<file path="config.mk">
export PLATFORM = sky130hd
export DESIGN_NAME = game_move_sequencer
export DESIGN_NICKNAME = d
export VERILOG_FILES = /design/src/rtl/game_pkg.sv /design/src/rtl/game_cmd_fifo.sv /design/src/rtl/game_move_sequencer.sv
export SDC_FILE = /design/constraint.sdc
export NUM_CORES = 1
export LEC_CHECK = 0
export ABC_AREA = 1
export CAP_MARGIN = 5
export CORE_MARGIN = 2
export CORE_UTILIZATION = 41
export DETAILED_ROUTE_END_ITERATION = 16
export PLACE_DENSITY_LB_ADDON = 0.12
export REMOVE_ABC_BUFFERS = 1
export SYNTH_ARGS = -nofsm -noshare
export SYNTH_HDL_FRONTEND = slang
export SYNTH_SLANG_ARGS = --single-unit
export TNS_END_PERCENT = 50
</file>
<file path="constraint.sdc">
create_clock -name clk -period 5.05 [get_ports clk]
set_input_delay 1.515 -clock clk [delete_from_list [all_inputs] [get_ports clk]]
set_output_delay 1.515 -clock clk [all_outputs]
set_load 0.005 [all_outputs]
</file>
<file path="src/rtl/game_pkg.sv">
// game_pkg: shared direction/state types and helpers for the move sequencer.
// Contents: dir_e (N=0,E=1,S=2,W=3), state_e (sequencer FSM), opposite().
package game_pkg;
   localparam int DIR_W_BITS = 2;
   typedef enum logic [1:0] {DIR_N, DIR_E, DIR_S, DIR_W} dir_e;
   typedef enum logic [1:0] {ST_IDLE, ST_ARB, ST_ISSUE} state_e;
   function automatic logic [DIR_W_BITS-1:0] opposite(input logic [DIR_W_BITS-1:0] d);
      return d ^ 2'b10;
   endfunction
endpackage

</file>
<file path="src/rtl/game_cmd_fifo.sv">
// game_cmd_fifo: synchronous FIFO with the head visible combinationally.
// Ports: clk, rst_n (sync, active-low), push/din write, pop read,
//        dout head entry, full/empty status. Push on full and pop on empty are ignored.
module game_cmd_fifo #(
   parameter int WIDTH = 2,
   parameter int DEPTH = 4
) (
   input  logic             clk,
   input  logic             rst_n,
   input  logic             push,
   input  logic [WIDTH-1:0] din,
   input  logic             pop,
   output logic [WIDTH-1:0] dout,
   output logic             full,
   output logic             empty
);
   localparam int AW = $clog2(DEPTH);
   logic [WIDTH-1:0] mem_q [DEPTH];
   logic [AW-1:0] wr_q, rd_q;
   logic [AW:0] cnt_q;
   logic do_push, do_pop;
   assign full = cnt_q == (AW+1)'(DEPTH);
   assign empty = cnt_q == '0;
   assign do_push = push && !full;
   assign do_pop = pop && !empty;
   assign dout = mem_q[rd_q];
   always_ff @(posedge clk) begin
      if (!rst_n) begin
         wr_q <= '0;
         rd_q <= '0;
         cnt_q <= '0;
      end else begin
         wr_q <= wr_q + AW'(do_push);
         rd_q <= rd_q + AW'(do_pop);
         cnt_q <= cnt_q + (AW+1)'(do_push) - (AW+1)'(do_pop);
      end
   end
   always_ff @(posedge clk)
      if (do_push) mem_q[wr_q] <= din;
endmodule

</file>
<file path="src/rtl/game_move_sequencer.sv">
// game_move_sequencer: per-player command FIFOs, tick-paced round-robin move issue with reversal filter.
// Ports: clk, rst_n (sync, active-low); tick step strobe; in_valid/in_dir/in_ready per-player
//        command inputs (player p on in_dir[2p+1:2p]); mv_valid/mv_player/mv_dir/mv_ready move
//        handshake to the core; drop per-player reversal-discard pulse; overrun sticky tick overrun.
// Optional: GAME_MOVE_CNT_EN adds move_cnt (16 bits per player, wrapping) and drop_cnt (saturating).
module game_move_sequencer
   import game_pkg::*;
#(
   parameter int N_PLAYERS = 2,
   parameter int DEPTH = 4,
   parameter int PW = (N_PLAYERS > 1) ? $clog2(N_PLAYERS) : 1
) (
   input  logic                     clk,
   input  logic                     rst_n,
   input  logic                     tick,
   input  logic [N_PLAYERS-1:0]     in_valid,
   input  logic [2*N_PLAYERS-1:0]   in_dir,
   output logic [N_PLAYERS-1:0]     in_ready,
   output logic                     mv_valid,
   output logic [PW-1:0]            mv_player,
   output logic [DIR_W_BITS-1:0]    mv_dir,
   input  logic                     mv_ready,
   output logic [N_PLAYERS-1:0]     drop,
`ifdef GAME_MOVE_CNT_EN
   output logic [16*N_PLAYERS-1:0]  move_cnt,
   output logic [15:0]              drop_cnt,
`endif
   output logic                     overrun
);
   state_e state_q, state_d;
   logic pending_q, pending_d, overrun_q, overrun_d;
   logic [PW-1:0] rr_q, rr_d, mv_player_q, mv_player_d;
   logic [DIR_W_BITS-1:0] mv_dir_q, mv_dir_d;
   logic [N_PLAYERS-1:0][DIR_W_BITS-1:0] last_dir_q, last_dir_d, head;
   logic [N_PLAYERS-1:0] last_ok_q, last_ok_d, full, empty, pop;
   logic [PW-1:0] win, idx;
   logic found, rev, arb, hs, round_end;
   function automatic logic [PW-1:0] wrap_inc(input logic [PW-1:0] p);
      return (int'(p) == N_PLAYERS - 1) ? '0 : p + 1'b1;
   endfunction
   for (genvar i = 0; i < N_PLAYERS; i++) begin : g_fifo
      game_cmd_fifo #(.WIDTH(DIR_W_BITS), .DEPTH(DEPTH)) u_fifo (
         .clk(clk),
         .rst_n(rst_n),
         .push(in_valid[i] && !full[i]),
         .din(in_dir[2*i +: 2]),
         .pop(pop[i]),
         .dout(head[i]),
         .full(full[i]),
         .empty(empty[i])
      );
   end
   assign in_ready = ~full;
   // First non-empty FIFO at or after rr_q, wrapping.
   always_comb begin
      found = 1'b0;
      win = rr_q;
      idx = rr_q;
      for (int k = 0; k < N_PLAYERS; k++) begin
         if (!found && !empty[idx]) begin
            found = 1'b1;
            win = idx;
         end
         idx = wrap_inc(idx);
      end
   end
   assign rev = last_ok_q[win] && head[win] == opposite(last_dir_q[win]);
   always_ff @(posedge clk) begin
      if (!rst_n) begin
         state_q <= ST_IDLE;
         pending_q <= 1'b0;
         overrun_q <= 1'b0;
         rr_q <= '0;
         mv_player_q <= '0;
         mv_dir_q <= '0;
         last_dir_q <= '0;
         last_ok_q <= '0;
      end else begin
         state_q <= state_d;
         pending_q <= pending_d;
         overrun_q <= overrun_d;
         rr_q <= rr_d;
         mv_player_q <= mv_player_d;
         mv_dir_q <= mv_dir_d;
         last_dir_q <= last_dir_d;
         last_ok_q <= last_ok_d;
      end
   end
   always_comb begin
      state_d = state_q;
      unique case (state_q)
         ST_IDLE:  state_d = pending_q ? ST_ARB : ST_IDLE;
         ST_ARB:   state_d = (found && !rev) ? ST_ISSUE : ST_IDLE;
         ST_ISSUE: state_d = mv_ready ? ST_IDLE : ST_ISSUE;
         default:  state_d = ST_IDLE;
      endcase
   end
   always_comb begin
      arb = state_q == ST_ARB;
      hs = state_q == ST_ISSUE && mv_ready;
      pop = '0;
      if (arb && found) pop[win] = 1'b1;
      drop = pop & {N_PLAYERS{rev}};
      mv_valid = state_q == ST_ISSUE;
      mv_player_d = (arb && found && !rev) ? win : mv_player_q;
      mv_dir_d = (arb && found && !rev) ? head[win] : mv_dir_q;
      // A round ends on an empty scan, a filtered reversal, or the core handshake.
      round_end = (arb && !(found && !rev)) || hs;
      pending_d = tick || (pending_q && !round_end);
      overrun_d = overrun_q || (tick && pending_q);
      rr_d = hs ? wrap_inc(mv_player_q) : (arb && found && rev) ? wrap_inc(win) : rr_q;
      last_dir_d = last_dir_q;
      last_ok_d = last_ok_q;
      if (hs) begin
         last_dir_d[mv_player_q] = mv_dir_q;
         last_ok_d[mv_player_q] = 1'b1;
      end
   end
   assign mv_player = mv_player_q;
   assign mv_dir = mv_dir_q;
   assign overrun = overrun_q;
`ifdef GAME_MOVE_CNT_EN
   logic [N_PLAYERS-1:0][15:0] move_cnt_q;
   logic [15:0] drop_cnt_q;
   always_ff @(posedge clk) begin
      if (!rst_n) begin
         move_cnt_q <= '0;
         drop_cnt_q <= '0;
      end else begin
         if (hs) move_cnt_q[mv_player_q] <= move_cnt_q[mv_player_q] + 16'd1;
         if (|drop && drop_cnt_q != 16'hFFFF) drop_cnt_q <= drop_cnt_q + 16'd1;
      end
   end
   assign move_cnt = move_cnt_q;
   assign drop_cnt = drop_cnt_q;
`endif
endmodule

</file>
==> flow_summary.yaml, run 1 <==
place:
  io_buffer_count: 18
  dp_cells: 334
  hpwlAfterDp_mm: 2.74
  place_congestion: 0.811
synthesis:
  ys_seq_elements: 44
  synth_most_common_cell: "nand2_1"
  syn-mean-instance-area_um2: 8.52
  async_reset_ff_frac: 0
  yosys-top-cells-area: "dfxtp_1 (27%), edfxtp_1 (23%), nand2_1 (8.5%)"
  netlist_area_um2: 2110
  yosysWarnings: 0
  ys.flop_type: "dfxtp_1"
  synth_common_cells: "nand2_1 (48), inv_1 (43), dfxtp_1 (28), nor2_1 (19), nand3_1 (17)"
  synth_edf_count: 16
  netlist_instances: 248
  yosys.area.top_type: "dfxtp_1"
  netlist.area_leader.share: 0.265
  yosysUniqueCellTypes: 25
  ys_seq_area_frac: 0.493
die:
  die_h_um: 75.8
  die_area_um2: 5740
  num_io_pins: 19
  row_count: 26
  initial_core_util: 0.419
  die_x_um: 75.8
  core_area_um2: 5040
worst_setup_path:
  reg2reg_slack_ps: 2570
  crit_path_end_kind: "output port"
  critPathMaxStageDelay_ps: 530
  r2r_end: "g_fifo[0].u_fifo.cnt_q[2]$_SDFF_PN0_"
  startpoint: "g_fifo[0].u_fifo.cnt_q[1]$_SDFF_PN0_"
  path_class: "flip-flop to output port"
  crit_path_end: "drop[1]"
  cp_common_cell: "nand2_2"
  cp-start-kind: "flip-flop"
  crit_arrival_ps: 2330
  cp_slowest_cell: "clkdlybuf4s50_1"
  crit_chain: "nor2_4, nand2_2, nand2_2, nand2_4, nand2_4, nand2_2, nand2_2, nand2_2, nand2_2, nor2_4, nand2_4, nor3_1, clkdlybuf4s50_1"
  reg2reg_depth: 14
  required_ps: 3540
  cp.depth: 13
  path_buf_inv: 1
  worstPathMaxFanout: 9
  reg2reg_from: "g_fifo[0].u_fifo.cnt_q[1]$_SDFF_PN0_"
  path_delay_family: "simple AND/OR/NAND/NOR gates"
clocking:
  htreeDepth: 2
  cts_resized: 0
  cts_hold_buf: 0
  cts_setup_buffers: 0
  path_clk_slew_ps: 80
  numCtsBuffers: 5
  clock_sinks: 44
  cts_tree: "built"
  clock_latency_ps: 300
  root_buffer: "clkbuf_8"
  cts_max_path_buffers: 2
timing:
  finalSetupTns_ps: 0
  rsz0062_at_grt: "false"
  hold_viol: 0
  max-slew-margin-rel: 0.598
  setup_violations: 0
  min_period_ps: 3840
  fmax_ghz: 0.260
  drv_slew: 0
  tightest_slew_ps: 603
  fin_worst_skew_ps: 6.14
  fin_crit_sh: 0.761
global_routing:
  grt_pass1_wl_mm: 6.02
  use_met2: 0.231
  antenna_found_initial: 0
  grtUsageMet1: 0.182
  met3_usage: 0.0357
  gr-usage-all-layers: 0.143
  grt_pass1_vias: 1364
  overflow: 0
  grt.busiest_layer: "met2"
  grt_max_degree: 16
job:
  cap_violations: 0
route:
  wire_per_inst_um: 10.3
  dr.pass1.iters: 3
  vias: 1519
  wirelength_mm: 3.54
  via_per_inst: 4.44
  ant_nets: 0
  route.detailed.drc: 0
  initialDrtViolationCount: 54
cells_and_area:
  final_net_count: 291
  layout-drive-gt1-share: 0.136
  areaGrowthSynthToFinish_pct: 16.5
  finalNonFillerCells: 342
  nFillCells: 487
  antennaDiodeCount: 0
min_path:
  min-delay-start: "state_q[0]$_SDFF_PN0_"
  hold_path_class: "flip-flop to flip-flop"
  holdPathStages: 1
power_and_ir_drop:
  power_mw: 1.05
  vdd_drop_max_mv: 0.194
  power_density_nw_per_um2: 424
  p_leak_nw: 1.06
status:
  status: "complete, no violations"
through the flow:
step / utilization / hold WS (ps) / worst slack [ps] / area (um^2)
after floorplan: - / 417 / 2150 / 2110
after global placement: 0.471 / 446 / 1550 / 2370
after detailed placement: 0.471 / 440 / 1520 / 2370
after CTS: 0.488 / 454 / 1180 / 2460
after global routing: 0.488 / 480 / 1020 / 2460
final: 0.488 / 451 / 1210 / 2460
placed cells by master, fill, tap and decap left out, types with 2 or more instances in the layout:
master           count
a21oi_2              3
dfxtp_1             28
clkbuf_8             5
edfxtp_1            16
nand2_1             48
nor3_1              11
inv_2                4
fa_1                 2
nand3_1             17
o21ai_0              6
ha_1                 8
nor2_4               2
nand2_4              4
nor2_1              19
xnor2_1              7
nand2_2             14
a21oi_1              8
inv_1               43
clkdlybuf4s50_1     18
sequential cells by signal (all words and copies together) (netlist names):
name	count
g_fifo.u_fifo.cnt_q	6
g_fifo.u_fifo.mem_q	16
g_fifo.u_fifo.rd_q	4
g_fifo.u_fifo.wr_q	4
last_dir_q	4
last_ok_q	2
mv_dir	2
mv_player	1
overrun	1
pending_q	1
rr_q	1
state_q	2
worst register-to-register path, delay by kind of cell (launching register included):
family | cells | cell delay (ps)
adder cells (fa/ha/maj) | 3 | 810
AND/OR/NAND/NOR | 6 | 780
flip-flops | 1 | 440
AO/OA/AOI/OAI | 2 | 220
buffers and inverters | 3 | 180
cells by family after synthesis:
logic type,synth area share
xor gates and xnor gates,0.0290
buffers and inverters,0.0870
and+or+nand+nor,0.270
AOI/OAI and AO/OA,0.0551
DFF,0.493
adders and majority gates,0.0663
final cells by class:
cell class | instances | area (um^2) | area share
multi-input combinational | 155 | 888 | 0.361
clock inverter | 2 | 16.3 | 0.00661
clock buffer | 6 | 72.6 | 0.0295
tap | 70 | 87.6 | 0.0356
inverter | 47 | 176 | 0.0716
timing repair buffer | 18 | 180 | 0.0732
sequential | 44 | 1040 | 0.423
routing by layer:
layer | share of wire | wire [um]
met1 | 0.48 | 1700
met4 | 0.019 | 67
met2 | 0.46 | 1650
met3 | 0.035 | 123
met5 | 0 | 0
worst min-delay path by stage:
stage                            end  slack, ps
2_1_floorplan  state_q[0]$_SDFF_PN0_        420
3_3_place_gp   state_q[0]$_SDFF_PN0_        450
3_5_place_dp   state_q[0]$_SDFF_PN0_        440
4_1_cts        state_q[0]$_SDFF_PN0_        450
5_1_grt        state_q[0]$_SDFF_PN0_        480
6_report       state_q[0]$_SDFF_PN0_        450
power breakdown:
part / internal [mW] / switching, mW
logic: 0.144 / 0.227
registers: 0.418 / 0.0383
clock network: 0.0983 / 0.119
total: 0.661 / 0.385
(Power assumes the default switching activity.)
==> run 2, diff against run 1 <==
- clock period: 5.05 -> 3.08 ns (I/O delays scaled with it)
==> run 2 against run 1 <==
Critical endpoint unchanged. Wire length grew 6.9%. Register-to-register slack got worse by 1900 ps. First-iteration DRC count is 1.9% lower. Sequential cell count unchanged. Sequential power is 65% higher. Core utilization rose by 1.9 points. Clock skew down 1.1 ps. Die area stayed put. Final cell count rose by 1.8%. Non-clock buffer count up 5. Cell area rose by 3.9%.
==> flow_summary.yaml, run 2 (same netlist as run 1, synthesis figures left out) <==
clocking:
  clock_latency_ps: 300
  cts_hold_buf: 0
  path_clk_slew_ps: 80
  root_buffer: "clkbuf_8"
  numCtsBuffers: 5
  cts_tree: "built"
  clock_sinks: 44
  htreeDepth: 2
  cts_max_path_buffers: 2
worst_setup_path:
  path_class: "flip-flop to output port"
  reg2reg_depth: 15
  required_ps: 2160
  cp.depth: 14
  crit_arrival_ps: 1970
  crit_path_end_kind: "output port"
  critPathMaxStageDelay_ps: 370
  worstPathMaxFanout: 7
  startpoint: "g_fifo[0].u_fifo.cnt_q[1]$_SDFF_PN0_"
  path_buf_inv: 5
  cp_slowest_cell: "dfxtp_4"
  cp-start-kind: "flip-flop"
  path_delay_family: "simple AND/OR/NAND/NOR gates"
  reg2reg_from: "g_fifo[0].u_fifo.cnt_q[2]$_SDFF_PN0_"
  crit_chain: "nor2_4, buf_4, nand3_4, nand2_8, nand2_2, nand2_2, inv_2, nand2_1, nand2_1, inv_2, buf_4, nand2_4, nor3_2, clkbuf_2"
route:
  dr.pass1.iters: 4
  via_per_inst: 4.54
  route.detailed.drc: 0
  vias: 1580
  initialDrtViolationCount: 53
  ant_nets: 0
  wire_per_inst_um: 10.9
  wirelength_mm: 3.78
min_path:
  hold_path_class: "flip-flop to flip-flop"
  holdPathStages: 1
  min-delay-start: "state_q[0]$_SDFF_PN0_"
global_routing:
  gr-usage-all-layers: 0.149
  grt_pass1_wl_mm: 6.38
  grt_pass1_vias: 1480
  grt_max_degree: 16
  antenna_found_initial: 0
  overflow: 0
power_and_ir_drop:
  power_density_nw_per_um2: 726
  vdd_drop_max_mv: 0.343
  p_leak_nw: 1.12
cells_and_area:
  mostFrequentLayoutCells: "nand2_1 (48), inv_1 (43), dfxtp_1 (27)"
  largest_reg_flops: 16
  final_net_count: 297
  antennaDiodeCount: 0
  layout-drive-gt1-share: 0.180
  largest_register: "g_fifo.u_fifo.mem_q"
  areaGrowthSynthToFinish_pct: 21.0
  design_area_um2: 2560
  layout_commonest_cell: "nand2_1"
  top_regs: "g_fifo.u_fifo.mem_q x16, g_fifo.u_fifo.cnt_q x6"
  nFillCells: 499
die:
  die_area_um2: 5740
  core_area_um2: 5040
  die_x_um: 75.8
  num_io_pins: 19
  die_h_um: 75.8
  initial_core_util: 0.419
  row_count: 26
place:
  hpwlAfterDp_mm: 2.81
  io_buffer_count: 18
  place_congestion: 0.759
  post-place-ws_ps: 154
  placed_area_um2: 2390
timing:
  hold_viol: 0
  setup_slack_ps: 183
  drv_slew: 0
  fin_crit_sh: 0.941
  rsz0062_at_grt: "false"
  finalSetupTns_ps: 0
  fmax_ghz: 0.345
  hold_ws_ps: 454
  min_period_ps: 2900
  max-slew-margin-rel: 0.607
  fin_worst_skew_ps: 5.05
  setup_violations: 0
  tightest_slew_ps: 588
status:
  status: "complete, no violations"
job:
  cap_violations: 0
==> run 2: cell types whose count changed in the layout (fill, tap and decap cells not counted), moves of 2 or more <==
| cell | previous run | this run |
|---|---|---|
| nand3_1 | 17 | 15 |
| clkdlybuf4s50_1 | 18 | 16 |
| buf_4 | 0 | 5 |
| nor3_1 | 11 | 9 |
| nor3_2 | 0 | 2 |
==> run 2: through the flow <==
| step | utilization | instances | power [mW] |
|---|---|---|---|
| floorplan | - | 246 | 1.24 |
| global placement | 0.474 | 336 | 1.38 |
| detailed placement | 0.474 | 336 | 1.39 |
| CTS | 0.498 | 344 | 1.79 |
| global route | 0.507 | 348 | 2.02 |
| finish | 0.507 | 348 | 1.86 |
==> run 2: cell type report <==
cell class,instances,area [um^2],share of cell area
sequential,44,1040,0.409
timing repair buffer,23,215,0.0841
inverter,47,176,0.0690
clock buffer,6,82.6,0.0323
clock inverter,2,15.0,0.00587
multi-input combinational,156,936,0.366
tap,70,87.6,0.0342
==> run 2: path summary, 6_finish.rpt <==
path / endpoint / slack (ps)
worst max-delay path: drop[1] / 180
worst min-delay path: state_q[0]$_SDFF_PN0_ / 450
worst max register to register: g_fifo[0].u_fifo.cnt_q[2]$_SDFF_PN0_ / 690
worst min register to register: state_q[0]$_SDFF_PN0_ / 450
==> run 2: timing repair <==
item / CTS / global route
gates cloned: 0 / 1
buffers inserted: 0 / 3
hold endpoints to repair: 0 / 0
resized for setup: 6 / 6
endpoints found under the setup margin: 2 / 1
pin swaps: 1 / 3
==> run 2: power breakdown <==
group,switching [mW],internal [mW]
combinational,0.420,0.303
sequential,0.0650,0.689
clock,0.199,0.182
total,0.684,1.17
==> run 2: worst reg2reg max path, stage by stage (launching register included) <==
cell and delay [ps]:
dfxtp_1 390, inv_2 70, nand2_2 80, nand2_2 60, nand2_4 150, nand2_4 90, nor3_2 240, buf_4 180
ha_1 210, inv_1 60, ha_1 140, inv_1 50, fa_1 350, inv_1 70, o21ai_0 80, a21oi_1 110
==> run 2: layer usage <==
layer  global-route usage  vias up  part of all wire
met3               0.0278        5             0.031
met1                0.185      713              0.48
met5                    0        -                 0
met2                0.253       19              0.48
li1                     -      843                 -
met4               0.0643        0             0.015
==> run 3, diff against run 2 <==
- CORE_UTILIZATION: 41 -> 43
==> run 3 against run 2 <==
First-iteration DRC count increased by 26%. Worst hold slack improved by 1.6 ps. Clock power increased by 13%. Critical path type unchanged.
==> flow_summary.yaml, run 3 (same netlist as run 1, synthesis figures left out) <==
status:
  status: "complete, no violations"
route:
  route.detailed.drc: 0
  ant_nets: 0
  wire_per_inst_um: 11.0
  vias: 1532
  via_per_inst: 4.43
  initialDrtViolationCount: 67
  wirelength_mm: 3.81
  dr.pass1.iters: 4
power_and_ir_drop:
  cellInternalPower_mw: 1.24
  power_mw: 1.94
  vdd_drop_max_mv: 0.321
  netSwitchingPower_uw: 700
  power_density_nw_per_um2: 751
  pwr-share-seq: 0.388
  swShare: 0.360
  p_clk_frac: 0.221
  p_leak_nw: 1.14
  comb_power_share: 0.391
place:
  hpwlAfterDp_mm: 2.77
  place_congestion: 0.828
  dp_cells: 333
  placed_area_um2: 2380
  io_buffer_count: 18
timing:
  rsz0062_at_grt: "false"
  min_period_ps: 2870
  tightest_slew_ps: 537
  max-slew-margin-rel: 0.642
  fin_worst_skew_ps: 3.07
  fin_crit_sh: 0.932
  hold_viol: 0
  setup_violations: 0
  hold_ws_ps: 456
  fmax_ghz: 0.348
  drv_slew: 0
job:
  cap_violations: 0
min_path:
  hold_path_class: "flip-flop to flip-flop"
cells_and_area:
  largest_register: "g_fifo.u_fifo.mem_q"
  top_regs: "g_fifo.u_fifo.mem_q x16, g_fifo.u_fifo.cnt_q x6"
  antennaDiodeCount: 0
  finalNonFillerCells: 346
  layout-drive-gt1-share: 0.190
  nFillCells: 441
  layout_commonest_cell: "nand2_1"
  mostFrequentLayoutCells: "nand2_1 (47), inv_1 (43), dfxtp_1 (25)"
  final_net_count: 298
  largest_reg_flops: 16
  areaGrowthSynthToFinish_pct: 22.6
  utilization: 0.548
  design_area_um2: 2590
global_routing:
  gr-usage-all-layers: 0.155
  antenna_found_initial: 0
  overflow: 0
  grt_pass1_wl_mm: 6.37
  grt_max_degree: 16
  grt_pass1_vias: 1449
clocking:
  root_buffer: "clkbuf_8"
  htreeDepth: 2
  clock_sinks: 44
  path_clk_slew_ps: 80
  cts_hold_buf: 0
  clock_latency_ps: 290
  cts_tree: "built"
  numCtsBuffers: 5
  cts_max_path_buffers: 2
worst_setup_path:
  worstPathMaxFanout: 9
  required_ps: 2160
  crit_chain: "nor2_4, nand2_2, nand2_4, nand2_8, nand3_2, nand2_2, nand2_2, nand2_2, nor2_4, buf_4, nand2_4, nor3_2, clkbuf_2"
  crit_path_end_kind: "output port"
  cp-start-kind: "flip-flop"
  cp_common_cell: "nand2_2"
  critPathMaxStageDelay_ps: 350
  cp_slowest_cell: "dfxtp_2"
  crit_arrival_ps: 1950
  path_class: "flip-flop to output port"
die:
  die_h_um: 74.1
  die_x_um: 74.1
  die_area_um2: 5490
  core_area_um2: 4720
  num_io_pins: 19
  row_count: 25
  initial_core_util: 0.447
[run 3: power groups by stage]
stage	clock [mW]	sequential (mW)	combinational, mW
after floorplan	0	0.752	0.484
after global placement	0	0.763	0.612
after detailed placement	0	0.765	0.617
after CTS	0.442	0.752	0.641
after global routing	0.465	0.766	0.866
final	0.430	0.755	0.760
[run 3: cell type report]
cell class	instances	area, um^2	area share
Clock buffer	6	72.6	0.0280
Timing Repair Buffer	24	223	0.0860
Inverter	47	176	0.0681
Sequential cell	44	1050	0.404
Clock inverter	2	35.0	0.0135
Multi-Input combinational cell	156	952	0.368
Tap cell	67	83.8	0.0324
[run 3: what timing repair did]
item	4_1_cts	5_1_grt
resized for setup	5	12
buffers inserted	0	4
pin swaps	0	5
gates cloned	0	1
setup endpoints to repair	2	1
[run 3: worst paths after layout]
kind | start | end | slack, ps | cells past startpoint
worst max-delay path | g_fifo[0].u_fifo.cnt_q[0]$_SDFF_PN0_ | drop[1] | 210 | 13
worst min-delay path | state_q[1]$_SDFF_PN0_ | state_q[0]$_SDFF_PN0_ | 460 | 1
worst max register to register | g_fifo[1].u_fifo.cnt_q[2]$_SDFF_PN0_ | g_fifo[0].u_fifo.cnt_q[2]$_SDFF_PN0_ | 660 | 14
worst min register to register | state_q[1]$_SDFF_PN0_ | state_q[0]$_SDFF_PN0_ | 460 | 1
[run 3: layer usage]
layer / share of wire / track usage / wire (um) / vias up
li1: - / - / - / 839
met1: 0.48 / 0.195 / 1820 / 667
met2: 0.48 / 0.257 / 1820 / 19
met3: 0.028 / 0.0407 / 105 / 7
met4: 0.015 / 0.0545 / 59 / 0
met5: 0 / 0 / 0 / -
[run 3: critical path, delay by kind of cell (launching register included)]
| family | cells | cell delay, ps |
|---|---|---|
| AND/OR/NAND/NOR | 11 | 1040 |
| buffers and inverters | 2 | 260 |
| flip-flops | 1 | 350 |
[run 3: metrics by stage]
step	setup slack (ps)	TNS, ps
finish	209	0
global route	44.8	0
CTS	-19.2	-19.2
detailed placement	113	0
global placement	149	0
floorplan	773	0
